===== src/rtl/pulse_stretcher.sv =====
// Stretches single-cycle ticks into LED pulses with minimum ON time and OFF gap,
// queueing ticks that arrive mid-pulse. Optional RETRIGGER_EN: ticks in ON extend the pulse.
//
// state   | meaning
// ST_IDLE | LED off, nothing queued, waiting for a tick
// ST_ON   | LED on, timing OnCycles
// ST_OFF  | LED off, timing the forced OffCycles gap
module pulse_stretcher #(
    parameter int ClkFreq    = 100_000_000,
    parameter int OnTimeUs   = 100_000,
    parameter int OffTimeUs  = 50_000,
    parameter int MaxPending = 7,
    localparam int PendW     = $clog2(MaxPending + 1)
) (
    input  logic             clk_i,
    input  logic             rst_ni,
    input  logic             tick_i,
    output logic             led_o,
    output logic             busy_o,
    output logic [PendW-1:0] pending_o,
    output logic             overflow_o
);

    // 64-bit product avoids overflow for large clock/time combinations
    localparam longint OnCyclesL  = longint'(ClkFreq) * longint'(OnTimeUs) / 64'd1_000_000;
    localparam longint OffCyclesL = longint'(ClkFreq) * longint'(OffTimeUs) / 64'd1_000_000;
    localparam int OnCycles  = int'(OnCyclesL);
    localparam int OffCycles = int'(OffCyclesL);
    localparam int CntMax    = (OnCycles > OffCycles) ? OnCycles : OffCycles;
    localparam int CntW      = $clog2(CntMax + 1);

    localparam logic [CntW-1:0]  ON_LAST  = CntW'(OnCycles - 1);
    localparam logic [CntW-1:0]  OFF_LAST = CntW'(OffCycles - 1);
    localparam logic [PendW-1:0] PEND_MAX = PendW'(MaxPending);

    if (OnCycles < 1 || OffCycles < 1 || MaxPending < 1) begin : g_param_check
        $error("pulse_stretcher: OnCycles, OffCycles and MaxPending must all be >= 1");
    end

    typedef enum logic [1:0] {
        ST_IDLE = 2'd0,
        ST_ON   = 2'd1,
        ST_OFF  = 2'd2
    } state_t;

    state_t           state_q, state_d;
    logic [CntW-1:0]  cnt_q, cnt_d;
    logic [PendW-1:0] pend_q, pend_d;
    logic             pend_inc, pend_dec;
    logic             ovf_d, led_d, busy_d;

    always_ff @(posedge clk_i) begin
        if (!rst_ni) begin
            state_q    <= ST_IDLE;
            cnt_q      <= '0;
            pend_q     <= '0;
            led_o      <= 1'b0;
            busy_o     <= 1'b0;
            overflow_o <= 1'b0;
        end else begin
            state_q    <= state_d;
            cnt_q      <= cnt_d;
            pend_q     <= pend_d;
            led_o      <= led_d;
            busy_o     <= busy_d;
            overflow_o <= ovf_d;
        end
    end

    always_comb begin
        state_d  = state_q;
        cnt_d    = cnt_q;
        pend_inc = 1'b0;
        pend_dec = 1'b0;
        case (state_q)
            ST_IDLE: begin
                if (pend_q != '0) begin
                    state_d  = ST_ON;
                    cnt_d    = '0;
                    pend_dec = 1'b1;
                    pend_inc = tick_i;
                end else if (tick_i) begin
                    state_d = ST_ON;
                    cnt_d   = '0;
                end
            end
            ST_ON: begin
`ifdef RETRIGGER_EN
                if (tick_i) begin
                    cnt_d = '0;
                end else if (cnt_q == ON_LAST) begin
                    state_d = ST_OFF;
                    cnt_d   = '0;
                end else begin
                    cnt_d = cnt_q + 1'b1;
                end
`else
                pend_inc = tick_i;
                if (cnt_q == ON_LAST) begin
                    state_d = ST_OFF;
                    cnt_d   = '0;
                end else begin
                    cnt_d = cnt_q + 1'b1;
                end
`endif
            end
            ST_OFF: begin
                if (cnt_q == OFF_LAST) begin
                    cnt_d = '0;
                    if (pend_q != '0) begin
                        state_d  = ST_ON;
                        pend_dec = 1'b1;
                        pend_inc = tick_i;
                    end else if (tick_i) begin
                        state_d = ST_ON;
                    end else begin
                        state_d = ST_IDLE;
                    end
                end else begin
                    cnt_d    = cnt_q + 1'b1;
                    pend_inc = tick_i;
                end
            end
            default: begin
                state_d = ST_IDLE;
                cnt_d   = '0;
            end
        endcase
    end

    // A simultaneous replay and new tick leave the queue depth untouched
    always_comb begin
        pend_d = pend_q;
        ovf_d  = 1'b0;
        if (pend_inc && !pend_dec) begin
            if (pend_q == PEND_MAX) begin
                ovf_d = 1'b1;
            end else begin
                pend_d = pend_q + 1'b1;
            end
        end else if (pend_dec && !pend_inc) begin
            pend_d = pend_q - 1'b1;
        end
    end

    always_comb begin
        led_d  = (state_d == ST_ON);
        busy_d = (state_d != ST_IDLE);
    end

    assign pending_o = pend_q;

endmodule

===== config.mk =====
export PLATFORM = sky130hd
export DESIGN_NAME = pulse_stretcher
export DESIGN_NICKNAME = d
export VERILOG_FILES = /design/src/rtl/pulse_stretcher.sv
export SDC_FILE = /design/constraint.sdc
export NUM_CORES = 1
export LEC_CHECK = 0
export CAP_MARGIN = 0
export CORE_UTILIZATION = 63
export DETAILED_ROUTE_END_ITERATION = 12
export PLACE_DENSITY = 0.89
export SLEW_MARGIN = 30
export SYNTH_ARGS = -nofsm -noshare
export SYNTH_HDL_FRONTEND = slang
export SYNTH_SLANG_ARGS = --single-unit

===== constraint.sdc =====
create_clock -name clk_i -period 6.5 [get_ports clk_i]
set_input_delay 1.3 -clock clk_i [delete_from_list [all_inputs] [get_ports clk_i]]
set_output_delay 1.3 -clock clk_i [all_outputs]
set_load 0.005 [all_outputs]

# [Word-level counts from Yosys, hierarchy flattened]
# Index checks and enable logic that the tools add are counted.
[totals] elab_cells=49 input_bits=3 out_inout_bits=6 ff_bits=32
[classes] n_reduce_logical=10 eq_ne=8 muxes=22 add_sub_neg=3
[op_table] op="$mux W24" n=4
[op_table] op="$pmux W24 S3" n=1
[op_table] op="$add A24 B1 Y24 const B" n=1
[op_table] op="$eq A24 B23 Y1 const B" n=1
[op_table] op="$eq A24 B24 Y1 const B" n=1
[op_table] op="$mux W3" n=3
[op_table] op="$mux W2" n=4
[op_table] op="$mux W1" n=7
[op_table] op="$pmux W2 S3" n=1
[op_table] op="$eq A2 B1 Y1 const B" n=2
[op_table] op="$reduce_and A2 Y1" n=2
[op_table] op="$reduce_bool A2 Y1" n=2
[op_table] op="$add A3 B1 Y3 const B" n=1
[op_table] op="$eq A3 B3 Y1 const B" n=1
[op_table] op="$ne A3 B3 Y1 const B" n=1
[op_table] op="$pmux W1 S3" n=1
[op_table] op="$reduce_bool A3 Y1" n=1
[op_table] op="$sub A3 B1 Y3 const B" n=1
[op_table] op="$eq A2 B2 Y1 const B" n=1
[op_table] op="$logic_and A1 B1 Y1" n=2
[op_table] op="$logic_not A1 Y1" n=2
[op_table] op="$logic_not A2 Y1" n=1
[op_table] op="$ne A2 B2 Y1 const B" n=1
[op_table] op="$pmux W1 S2" n=1

# [Logic depth before layout (Yosys ltp)]
# Gate-level depths: netlist (run 1).
[logic_depth] depth_word=8 mapped_depth=10 depth_no_buf=10

# [Least setup slack after synthesis (run 1)]
# OpenSTA, ideal clock, no wires.
[synth_timing] path_type="input to register" start="input port tick_i" end="register cnt_q[23]" setup_time_ns=0.115 arrival_time_ns=2.421 stages=6 path_buffers=0 slack_ns=3.964 required_time_ns=6.385 cell_sequence="nor4_4 -> a2111oi_4 -> and4_4 -> and4_1 -> xnor2_1 -> nor2_2"
[synth_between] elab_chain_cells=1
[synth_lines] element="from (decl)" line="17" rtl="input logic tick_i,"
[synth_lines] element="$ne A3 B3 Y1 (no source line)"
[synth_lines] element="to (signal assigned)" line="62" rtl="cnt_q <= cnt_d;"
[synth_lines] element="to (decl)" line="47" rtl="logic [CntW-1:0] cnt_q, cnt_d;"
# Every way passes these cells.
# A chain may end at the register's enable or synchronous reset.

# [Worst setup path in the final report (run 1)]
# Ends and elaborated chain as after synthesis.

==> results of run 1 <==
==> cell type report <==
type                    instances  area share (%)
multi-input cells             149            56.1
clock buffers                   8            3.08
inverters                       6            1.18
well taps                      30            1.96
flip-flops and latches         32            33.5
repair buffers                  8            4.19
==> power by group <==
part / total, mW / internal, mW / switching (mW)
Sequential: 0.245 / 0.216 / 0.0296
Clock: 0.119 / 0.0533 / 0.0660
Combinational: 0.203 / 0.0943 / 0.108
==> Yosys cell counts (2+ instances only) <==
cell,n,share of area (%)
sky130_fd_sc_hd__a2111oi_4,2,3.1
sky130_fd_sc_hd__a21oi_1,3,0.85
sky130_fd_sc_hd__a31oi_1,3,1.1
sky130_fd_sc_hd__and2_1,2,0.71
sky130_fd_sc_hd__and3_1,3,1.1
sky130_fd_sc_hd__and4_1,3,1.5
sky130_fd_sc_hd__and4bb_1,2,1.4
sky130_fd_sc_hd__buf_4,2,0.85
sky130_fd_sc_hd__dfxtp_1,32,36
sky130_fd_sc_hd__ha_1,5,3.5
sky130_fd_sc_hd__inv_1,6,1.3
sky130_fd_sc_hd__mux2i_1,5,2.8
sky130_fd_sc_hd__nand2_1,16,3.4
sky130_fd_sc_hd__nand2b_1,4,1.4
sky130_fd_sc_hd__nand3_1,12,3.4
sky130_fd_sc_hd__nand4_1,5,1.8
sky130_fd_sc_hd__nand4_2,2,1.4
sky130_fd_sc_hd__nor2_1,26,5.5
sky130_fd_sc_hd__nor2_2,2,0.71
sky130_fd_sc_hd__nor3_1,3,0.85
sky130_fd_sc_hd__nor3b_1,3,1.3
sky130_fd_sc_hd__nor4_4,2,2.4
sky130_fd_sc_hd__o21ai_1,4,1.1
sky130_fd_sc_hd__xnor2_1,7,3.5
sky130_fd_sc_hd__xor2_1,14,7.0
==> cells by family (layout without fill, tap and decap cells) <==
logic type,Yosys count,after routing,share of synthesized area [%]
AND/OR/NAND/NOR,98,98,32.9
AO/OA/AOI/OAI,19,19,9.87
flip-flops,32,32,36.3
XOR/XNOR,21,21,10.4
adder cells (fa/ha/maj),6,6,4.68
buffers and inverters,11,22,2.91
multiplexers,5,5,2.84
==> critical path, cell delays in order <==
cell and delay [ns]:
sky130_fd_sc_hd__clkdlybuf4s50_1 0.55, sky130_fd_sc_hd__nor4_4 0.09, sky130_fd_sc_hd__a2111oi_4 0.55, sky130_fd_sc_hd__and4_4 0.34
sky130_fd_sc_hd__and4_1 0.22, sky130_fd_sc_hd__xnor2_1 0.15, sky130_fd_sc_hd__nor2_2 0.04
==> worst max-delay path by stage <==
stage               startpoint         to  slack (ns)  cells past startpoint
floorplan               tick_i  cnt_q[23]        3.96                      6
detailed placement      tick_i  cnt_q[23]        3.14                      7
CTS                     tick_i  cnt_q[23]        3.48                      7
finish                  tick_i  cnt_q[23]        3.46                      7
global route            tick_i  cnt_q[14]        3.37                      5
global placement        tick_i  cnt_q[23]        3.23                      7
==> routing by layer <==
layer | track usage [%] | wire [um] | part of all wire (%) | vias to the layer above
met3 | 10.1 | 149 | 4.1 | 12
met2 | 43.2 | 1780 | 49 | 31
met1 | 31.0 | 1590 | 44 | 652
met4 | 13.8 | 118 | 3.2 | 0
li1 | - | - | - | 691
met5 | 0 | 0 | 0 | -
==> through the flow <==
stage / instance area [um2] / hold slack (ns) / util [%] / setup WS [ns] / power (mW)
after floorplan: 1760 / 0.449 / - / 3.96 / 0.397
after global routing: 1910 / 0.514 / 74.4 / 3.37 / 0.596
after CTS: 1910 / 0.488 / 74.4 / 3.48 / 0.569
final: 1910 / 0.488 / 74.4 / 3.46 / 0.567
after detailed placement: 1850 / 0.474 / 72.1 / 3.14 / 0.452
after global placement: 1850 / 0.476 / 72.1 / 3.23 / 0.438
==> state kept, by name, summed over array words and instances, names as in the netlist <==
register / cells
led_o: 1
cnt_q: 24
pending_o: 3
state_q: 2
overflow_o: 1
busy_o: 1
==> impl_summary.md, run 1 <==
Final layout
The growth of design area from synthesis to finish is 8.37%. Leaving out fill and tap cells, the most frequent cell in the layout is sky130_fd_sc_hd__dfxtp_1. The finished layout holds 233 standard cells, fillers aside. The fraction of layout instances using a drive strength above 1 is 11.3%. The area used by multi-input combinational logic is 1070 um2. The final antenna diode count is 0. The filler cell count is 185. Leaving out fill and tap cells, the most frequent cells in the layout are 32 x sky130_fd_sc_hd__dfxtp_1, 26 x sky130_fd_sc_hd__nor2_1, 16 x sky130_fd_sc_hd__nand2_1. After the last flow step, the layout net total stands at 211. The sequential cells in the finished layout cover a total of 641 um2.

Placed design
Detailed placement ended at an HPWL of 2.82 mm. In this run the tool buffered the top-level ports with 8 buffer cells. In this run, placement finished with an instance count of 225. At the end of routability-driven placement, the weighted congestion stood at 0.853.

Clock tree
After clock tree synthesis, the clock-pin slew on the worst setup and hold paths is 0.09 ns. The root buffer cell is sky130_fd_sc_hd__clkbuf_4. The number of buffers added to fix hold violations after cts is 0. The number of setup buffers added after CTS is 0.

The number of H-tree branching levels is 2. The later pin in the worst-skew pair is clocked with a latency of 0.34 ns. Counting every sink on the clock net gives 32.

Counting the buffers created by CTS gives 5. TritonCTS built the clock tree. Post-CTS repair changed the size of 0 cells. The largest buffer count on any clock path is 2.

GRT
The aggregate global routing overflow is 0. Global routing consumed, over all layers together, 26.9% of the routing resources. Entering global routing, the biggest net connects 23 pins. The first global-routing pass estimated 5.51 mm of wire. The number of global-route vias before repair came to 1,254. The number of antenna violations at the first check in global routing came to 0.

Timing
The final number of hold-violating endpoints was 0. The setup total negative slack is 0 ns. Static timing analysis puts the maximum clock frequency at 329 MHz. The measured slew at the worst slew-check pin is 0.902 ns. The final setup violation count is 0. Headroom to the max-slew limit came out at 39.9%. Across the routed clock network, the largest skew measured is 0.0140 ns. The final max-slew violation count is 0. The post-route fraction of the period consumed by the critical path is 46.7%. The smallest clock period supported by the final layout is computed as 3.04 ns.

Setup repair after global routing left no endpoint under its margin.

Route
The sum of routed wire length over all layers is 3.64 mm. The first detailed-routing pass took 4 iterations. The average wire per cell in the routed design is 15.6 um. The overall via count from detail_route is 1,386. The first routing iteration left 53 violations. The count of nets left with antenna violations once routing finished came out at 0. The post-detailed-route DRC marker count is 0. After detailed routing, the number of vias per cell comes to 5.95.

Setup path
The end of the worst register-to-register path is cnt_q[14]. The number of cells on the worst reg-to-reg path is 7. The worst setup path is captured at a flop. The critical path is of the primary input to flop type. At the worst endpoint, the required time is 6.70 ns. For the worst setup path, the data arrival time is 3.24 ns. In this run the register-to-register setup slack is 4.02 ns. The worst register-to-register path begins at cnt_q[0].

STA classifies the critical path startpoint as a primary input. Along the worst path, the maximum fanout reaches 6.

Synth
In this run the mean area of a mapped cell was 9.18 um2. After synthesis the cells add up to 1760 um2. The cell count after synthesis came out at 192. The fraction of synthesis flops using an asynchronous set or reset pin is 0%.

The Yosys step of the flow raised 0 warnings. The number of nets produced by synthesis is 201. Counting flops with a built-in enable in the synthesized netlist gives 0. Counting flops and latches in the post-synthesis netlist gives 32. The most common flop cell mapped by yosys is sky130_fd_sc_hd__dfxtp_1. The number of distinct standard cells referenced by the synthesized netlist is 49. Of the synthesized area, sequential elements account for 36.3%.

Hold path
The startpoint of the worst hold path is cnt_q[1]. The kind of path behind the tightest hold check is flop to flop. The worst hold path was traced through 2 stages. The sink of the worst hold path is cnt_q[1].

Floorplanning
The initial utilization of the core area, before any placement, comes to 68.7%. In this run the vertical extent of the chip is 54.9 um. The area of the core is 2570 um2.

The full die area is 3010 um2. From left edge to right edge, the die measures 54.9 um. Pin placement for this block handled 9 I/O pins. The initialized floorplan defines 18 standard-cell rows.

Power and ir drop
IR analysis of the VDD net gives a maximum drop of 300 uV. For this design the ratio of total power to cell area is 297 nW/um2. The leakage power figure is 0.676 nW.

Status
The flow ran to the end, and the final reports show no timing, DRC or antenna violations.

Flow run
Across the run, the number of max-cap violations was 0.
(Power assumes the default switching activity.)
==> run 2, diff against run 1 <==
Settings changed: CORE_UTILIZATION 63 to 59, PLACE_DENSITY 0.89 to 0.84.
Clock period 6.5 ns to 3 ns, I/O delays scaled along.
==> run 2 against run 1 <==
The run now ends with DRC left. Critical path type is now flop to flop. Flip-flop and latch count unchanged. Clock power increased by 92%. Sequential power increased by 120%. Clock-buffer cell count decreased by 3. Final cell count unchanged. Worst hold slack got worse by 0.0071 ns. Die area increased by 6.5%. Combinational power increased by 120%. Core utilization decreased by 6.6 points. Critical endpoint is now cnt_q[13].
==> impl_summary.md, run 2 (same netlist as run 1, synthesis figures left out) <==
Route
The sum of routed wire length over all layers is 3.42 mm (-5.9%). The count of TritonRoute iterations in the first routing pass is 8 (+4). The overall via count from detail_route came to 1,378 (-0.58%). The number of nets with antenna violations after detailed routing came to 0 (unchanged). The number of vias per cell after detailed routing is 5.91 (-0.58%).

The number of violations reported at the end of detailed-routing iteration 0 is 71 (+34%). The average wire per cell in the routed design is 14.7 um (-5.9%). The post-detailed-route DRC marker count is 3 (+3).

GRT
The wire length of the first global-routing pass is 6.09 mm (+11%). The aggregate global-route resource usage is 24.7% (-2.2 points). The largest net degree at the start of global routing is 23 (unchanged). The number of antenna violations at the first check in global routing came to 0 (unchanged). The aggregate global routing overflow is 0 (unchanged). The number of global-route vias before repair was 1,389 (+11%).

Timing
The post-route clock skew came to 0.0125 ns (-0.00153 ns). The relative slew slack came to 40.6% (+0.72 points). The final setup violation count is 0 (unchanged). The measured slew at the worst slew-check pin was 0.891 ns (-0.0108 ns). The setup slack after layout is 0.588 ns (-2.88 ns).

The final max-slew violation count is 0 (unchanged). Of the available clock period, the critical path in the final layout requires 80.4%. The timing-limited maximum frequency is 415 MHz.

For the finished layout, the period the worst path requires is 2.41 ns. Setup repair after global routing left no endpoint under its margin. The final number of hold-violating endpoints is 0 (unchanged). The setup total negative slack is 0 ns (unchanged).

Setup path
The maximum fanout encountered on the critical timing path was 22 (+16). The worst setup path is of the flop to flop kind. The startpoint type of the worst setup path is a flop. The signal arrival time at the worst endpoint is 2.60 ns (-0.64 ns). The end of the worst register-to-register path is cnt_q[13]. The endpoint kind of the worst setup timing path is a flop. The count of cells along the worst register-to-register path is 7 (unchanged). The register-to-register path setup slack is 0.59 ns (-3.43 ns). In this run the worst setup path begins at cnt_q[0].

The startpoint of the worst-slack reg-to-reg timing path is cnt_q[0]. The critical path data required time is 3.19 ns (-3.51 ns).

Placed design
The final HPWL from detailed placement is 2.60 mm (-7.7%). The worst slack at placement is 0.401 ns (-2.74 ns). The count of input and output buffers is 8 (unchanged). The final weighted congestion in routability-driven placement was 0.917 (+7.4%).

Floorplanning
The number of I/O pins came to 9 (unchanged). The full die area is 3210 um2 (+6.5%). The die width came to 56.7 um (+3.2%). The vertical die dimension is 56.7 um (+3.2%).

The starting density of the core is 62.8% (-5.8 points). The row count came to 19 (+1). The area of the core is 2810 um2 (+9.3%).

Hold path
The number of stages on the worst hold path was 2 (unchanged). The path class of the tightest hold or removal check is flop to flop. The startpoint of the worst hold path is cnt_q[1]. The path with the worst hold slack has its endpoint at cnt_q[1].

Power and ir drop
The worst supply voltage drop on vdd is 308 uV (+2.7%). The power per cell area is 631 nW/um2 (+110%). The leakage power figure came to 0.671 nW (-0.81%).

Clock tree
The number of gates given a new drive strength after cts is 0 (unchanged). The number of clock buffers inserted by TritonCTS came to 5 (unchanged). The number of buffers added to fix hold violations after cts came to 0 (unchanged). The largest buffer count on any clock path is 2 (unchanged). The TritonCTS clock tree is yes. The number of H-tree branching levels is 2 (unchanged). The clock latency on the worst-skew pair is 0.34 ns (about the same).

The clock slew seen by the registers of the worst setup and hold paths came to 0.10 ns (about the same). The tree is rooted in a sky130_fd_sc_hd__clkbuf_4. The buffer count from post-CTS setup fixing is 0 (unchanged). The number of sinks driven by the clock tree is 32 (unchanged).

Final layout
The library cell used most frequently in the layout, excluding fill and tap cells, is sky130_fd_sc_hd__dfxtp_1. The total area of sequential cells is 641 um2 (unchanged). The area used by multi-input combinational logic was 1070 um2 (unchanged). The number of flip-flops under the largest register name came to 24 (unchanged). Relative to the synthesized area, the layout overhead comes to 7.95%.

The total number of nets in the final design is 211 (unchanged). The fraction of layout instances using a drive strength above 1 is 11.9% (+0.55 points). The final antenna diode count is 0 (unchanged). The top cell types in the final layout, fill and taps aside, are 32 x sky130_fd_sc_hd__dfxtp_1, 26 x sky130_fd_sc_hd__nor2_1, 16 x sky130_fd_sc_hd__nand2_1. The filler cell count was 238 (+29%). More flip-flops sit in one register than any other, and that register is cnt_q.

Status
The flow ran to the end, but the final reports show violations. The checks that failed: DRC.

Flow run
The number of max-capacitance violations reported is 0 (unchanged).
-- run 2: changes by cell type in the layout (fill, tap and decap cells not counted), sizes merged --
cell | before | now
clkbuf | 8 | 5
clkinv | 0 | 1
clkinvlp | 0 | 1
-- run 2: worst max-delay path, cell delays in order (launching register included) --
cell	delay [ns]
sky130_fd_sc_hd__dfxtp_1	0.38
sky130_fd_sc_hd__ha_1	0.20
sky130_fd_sc_hd__nand3_1	0.16
sky130_fd_sc_hd__or2_1	0.30
sky130_fd_sc_hd__o31ai_1	0.24
sky130_fd_sc_hd__a21boi_1	0.14
sky130_fd_sc_hd__o21ai_2	0.71
sky130_fd_sc_hd__nor2_1	0.13
-- run 2: layout make-up --
class / instances / area share, %
clock buffers: 5 / 1.97
clock inverters: 2 / 0.657
inverters: 6 / 1.18
multi-input cells: 149 / 56.3
flip-flops and latches: 32 / 33.7
well taps: 31 / 2.04
repair buffers: 8 / 4.21
-- run 2: power breakdown --
part	switching (mW)	internal (mW)
Sequential	0.0608	0.467
Combinational	0.238	0.206
Clock	0.143	0.0852
Total	0.442	0.759
-- run 2: through the flow --
stage	power, mW	hold slack (ns)	utilization, %	cell area, um2	std cells
floorplan	0.859	0.449	-	1760	192
global placement	0.957	0.473	66.1	1850	226
detailed placement	0.984	0.475	66.1	1850	226
CTS	1.21	0.490	67.8	1900	233
global route	1.29	0.509	67.8	1900	233
finish	1.20	0.481	67.8	1900	233
-- run 2: worst max-delay path by stage --
stage	endpoint	depth (start not counted)
after floorplan	pending_o[2]	8
after global placement	cnt_q[23]	7
after detailed placement	cnt_q[11]	5
after CTS	cnt_q[2]	7
after global routing	cnt_q[2]	7
final	cnt_q[13]	7
-- run 2: per-layer routing --
layer | wire (um) | GRT usage [%] | part of all wire (%)
met2 | 1710 | 40.8 | 50
met1 | 1540 | 29.2 | 45
met4 | 52 | 12.5 | 1.5
met3 | 112 | 6.68 | 3.3
met5 | 0 | 0 | 0
==> run 3, diff against run 2 <==
Settings changed: CORE_UTILIZATION 59 to 53, PLACE_DENSITY 0.84 to 0.8.
Clock period 3 ns to 1.9 ns, I/O delays scaled along.
==> run 3 against run 2 <==
The flow finishes with violations (setup timing). Total power grew 110%. Wire length grew 49%. Clock-buffer cell count is the same. Register-to-register slack lost 0.85 ns. Worst hold slack gained 0.083 ns. Critical path type unchanged. Highest routed layer unchanged.
==> impl_summary.md, run 3 (same netlist as run 1, synthesis figures left out) <==
Timing
The timing-limited maximum frequency is 463 MHz (+12%). The final setup violation count is 28 (+28). The post-route clock skew is 0.0137 ns (+0.00117 ns). The minimum clock period is 2.16 ns (-0.253 ns). The post-route fraction of the period consumed by the critical path is 114% (+33 points).

The tightest hold margin came to 0.564 ns (+0.0828 ns). The measured slew at the worst slew-check pin is 0.402 ns (-0.489 ns). The final number of hold-violating endpoints is 0 (unchanged). The relative slew slack is 72.9% (+32 points). The final max-slew violation count came to 0 (unchanged).

Setup repair after global routing could not meet its margin everywhere. The setup slack after layout was -0.260 ns (-0.847 ns).

GRT
The aggregate global routing overflow is 0 (unchanged). The wire length of the first global-routing pass came to 7.80 mm (+28%). The aggregate global-route resource usage is 30.3% (+5.6 points). The number of antenna violations at the first check in global routing came to 0 (unchanged). The largest net degree at the start of global routing is 9 (-61%). The number of global-route vias before repair is 1,739 (+25%).

Clock tree
The number of buffers added to fix hold violations after cts came to 0 (unchanged). The number of sinks driven by the clock tree is 32 (unchanged). The clock slew seen by the registers of the worst setup and hold paths was 0.09 ns (about the same). The number of H-tree branching levels is 2 (unchanged). The TritonCTS clock tree is yes. The number of clock buffers inserted by TritonCTS is 5 (unchanged).

In this run the clock root is driven by a sky130_fd_sc_hd__clkbuf_4. The clock latency on the worst-skew pair was 0.35 ns (about the same). The largest buffer count on any clock path was 2 (unchanged).

Final layout
The total number of nets in the final design is 271 (+28%). The filler cell count was 191 (-20%). The final non-filler cell area is 2550 um2 (+34%). The number of flip-flops under the largest register name is 24 (unchanged). The post-layout instance count excluding filler cells is 304 (+30%). The growth of design area from synthesis to finish is 44.6%. The final antenna diode count came to 0 (unchanged). Leaving out fill and tap cells, the most frequent cell in the layout is sky130_fd_sc_hd__buf_4.

The fraction of layout instances using a drive strength above 1 was 42.7% (+31 points). In the layout the commonest cells are 53 x sky130_fd_sc_hd__buf_4, 25 x sky130_fd_sc_hd__nor2_1, 22 x sky130_fd_sc_hd__dfxtp_1. The utilization after layout is 82.1% (+14 points). cnt_q holds more flip-flops than any other register.

Setup path
The critical path in this run is classified as flop to flop. The largest incremental delay on the critical path is 0.46 ns (-0.25 ns). The cell type of the slowest stage on the worst timing path is sky130_fd_sc_hd__fa_2. The critical path data required time is 2.14 ns (-1.05 ns).

The endpoint kind of the worst setup timing path is a flop. The worst setup path is launched from a flop. The maximum fanout encountered on the critical timing path was 5 (-77%). The signal arrival time at the worst endpoint is 2.40 ns (-0.20 ns). The signal on the critical path passes through nor4_4, nand4_2, or2_4, o21ai_4, nand3b_1, fa_2, nand2_1, mux2i_1.

Power and ir drop
The net switching power was 0.876 mW (+98%). The total chip power is 2.51 mW (+110%). The share of total power consumed by net switching was 34.9% (-1.9 points).

The power per cell area is 985 nW/um2 (+56%). The internal power summed over all cells is 1.63 mW (+120%). The relative contribution of the clock network to total power was 13.5% (-5.5 points). The logic gate share of total power came to 55.1% (+18 points). The fraction of power consumed by sequential logic came to 31.3% (-13 points). The worst supply voltage drop on vdd is 521 uV (+69%). The leakage power figure was 1.02 nW (+51%).

Route
The number of violations reported at the end of detailed-routing iteration 0 is 91 (+28%). The post-detailed-route DRC marker count was 0 (-3). The number of nets with antenna violations after detailed routing came to 0 (unchanged).

The overall via count from detail_route came to 1,753 (+27%). The average wire per cell in the routed design came to 16.8 um (+14%). The count of TritonRoute iterations in the first routing pass is 4 (-4).

The number of vias per cell after detailed routing is 5.77 (-2.5%). The sum of routed wire length over all layers is 5.11 mm (+49%).

Floorplanning
The die width is 59.7 um (+5.3%). The area of the core was 3100 um2 (+11%). The vertical die dimension was 59.7 um (+5.3%). The number of I/O pins is 9 (unchanged). The full die area was 3560 um2 (+11%). The row count is 20 (+1). The starting density of the core came to 56.8% (-6.0 points).

Placed design
The placed instance count is 288 (+27%). The final weighted congestion in routability-driven placement was 0.821 (-10%). The area after detailed placement is 2280 um2 (+23%). The final HPWL from detailed placement is 3.20 mm (+23%).

The count of input and output buffers came to 8 (unchanged).

Status
The checks that failed: setup timing. The run finished, with violations left.

Flow run
The number of max-capacitance violations reported is 0 (unchanged).

Hold path
The path class of the tightest hold or removal check is flop to flop.
## run 3: power groups by stage
| stage | clock network, mW | registers (mW) | logic (mW) |
|---|---|---|---|
| 5_1_grt | 0.368 | 0.794 | 1.45 |
| 3_5_place_dp | 0 | 0.795 | 1.10 |
| 4_1_cts | 0.340 | 0.787 | 1.30 |
| 3_3_place_gp | 0 | 0.790 | 1.05 |
| 6_report | 0.340 | 0.786 | 1.38 |
| 2_1_floorplan | 0 | 0.848 | 0.552 |
## run 3: stage by stage
| step | setup slack, ns | TNS (ns) |
|---|---|---|
| 2_1_floorplan | -0.114 | -0.226 |
| 3_3_place_gp | -0.272 | -5.81 |
| 3_5_place_dp | -0.354 | -7.18 |
| 4_1_cts | -0.168 | -1.04 |
| 5_1_grt | -0.333 | -6.32 |
| 6_report | -0.260 | -4.64 |
## run 3: final cells by class
type | count | area, um2 | share of cell area [%]
inverters | 6 | 22.5 | 0.884
well taps | 44 | 55.1 | 2.16
repair buffers | 68 | 589 | 23.1
multi-input cells | 149 | 1190 | 46.7
flip-flops and latches | 32 | 653 | 25.6
clock buffers | 5 | 37.5 | 1.47
## run 3: critical path: cells and delay by family, from the launching register on
family                   cells  cell delay [ns]
AND/OR/NAND/NOR              5             1.03
multiplexers                 1             0.06
AO/OA/AOI/OAI                1             0.14
adder cells (fa/ha/maj)      1             0.46
flip-flops                   1             0.37
## run 3: worst paths after layout
path             start      endpoint  slack [ns]  cells past startpoint
min reg2reg  cnt_q[23]     cnt_q[23]        0.56                      2
max          cnt_q[17]  pending_o[1]       -0.26                      8
min          cnt_q[23]     cnt_q[23]        0.56                      2
max reg2reg  cnt_q[17]  pending_o[1]       -0.26                      8
## run 3: repair_timing
action	in CTS	in global routing
gates cloned	1	0
endpoints found under the setup margin	30	32
setup buffers	8	2
gates resized for setup	19	10
pin swaps	11	4
endpoints found under the hold margin	0	0
## run 3: metal layers
metal | global-route usage (%) | wire [um] | up-vias | share of wire (%)
met5 | 0 | 0 | - | 0
met4 | 15.9 | 203 | 0 | 4.0
li1 | - | - | 814 | -
met1 | 32.4 | 1990 | 859 | 39
met3 | 7.58 | 236 | 22 | 4.6
met2 | 54.3 | 2680 | 58 | 52
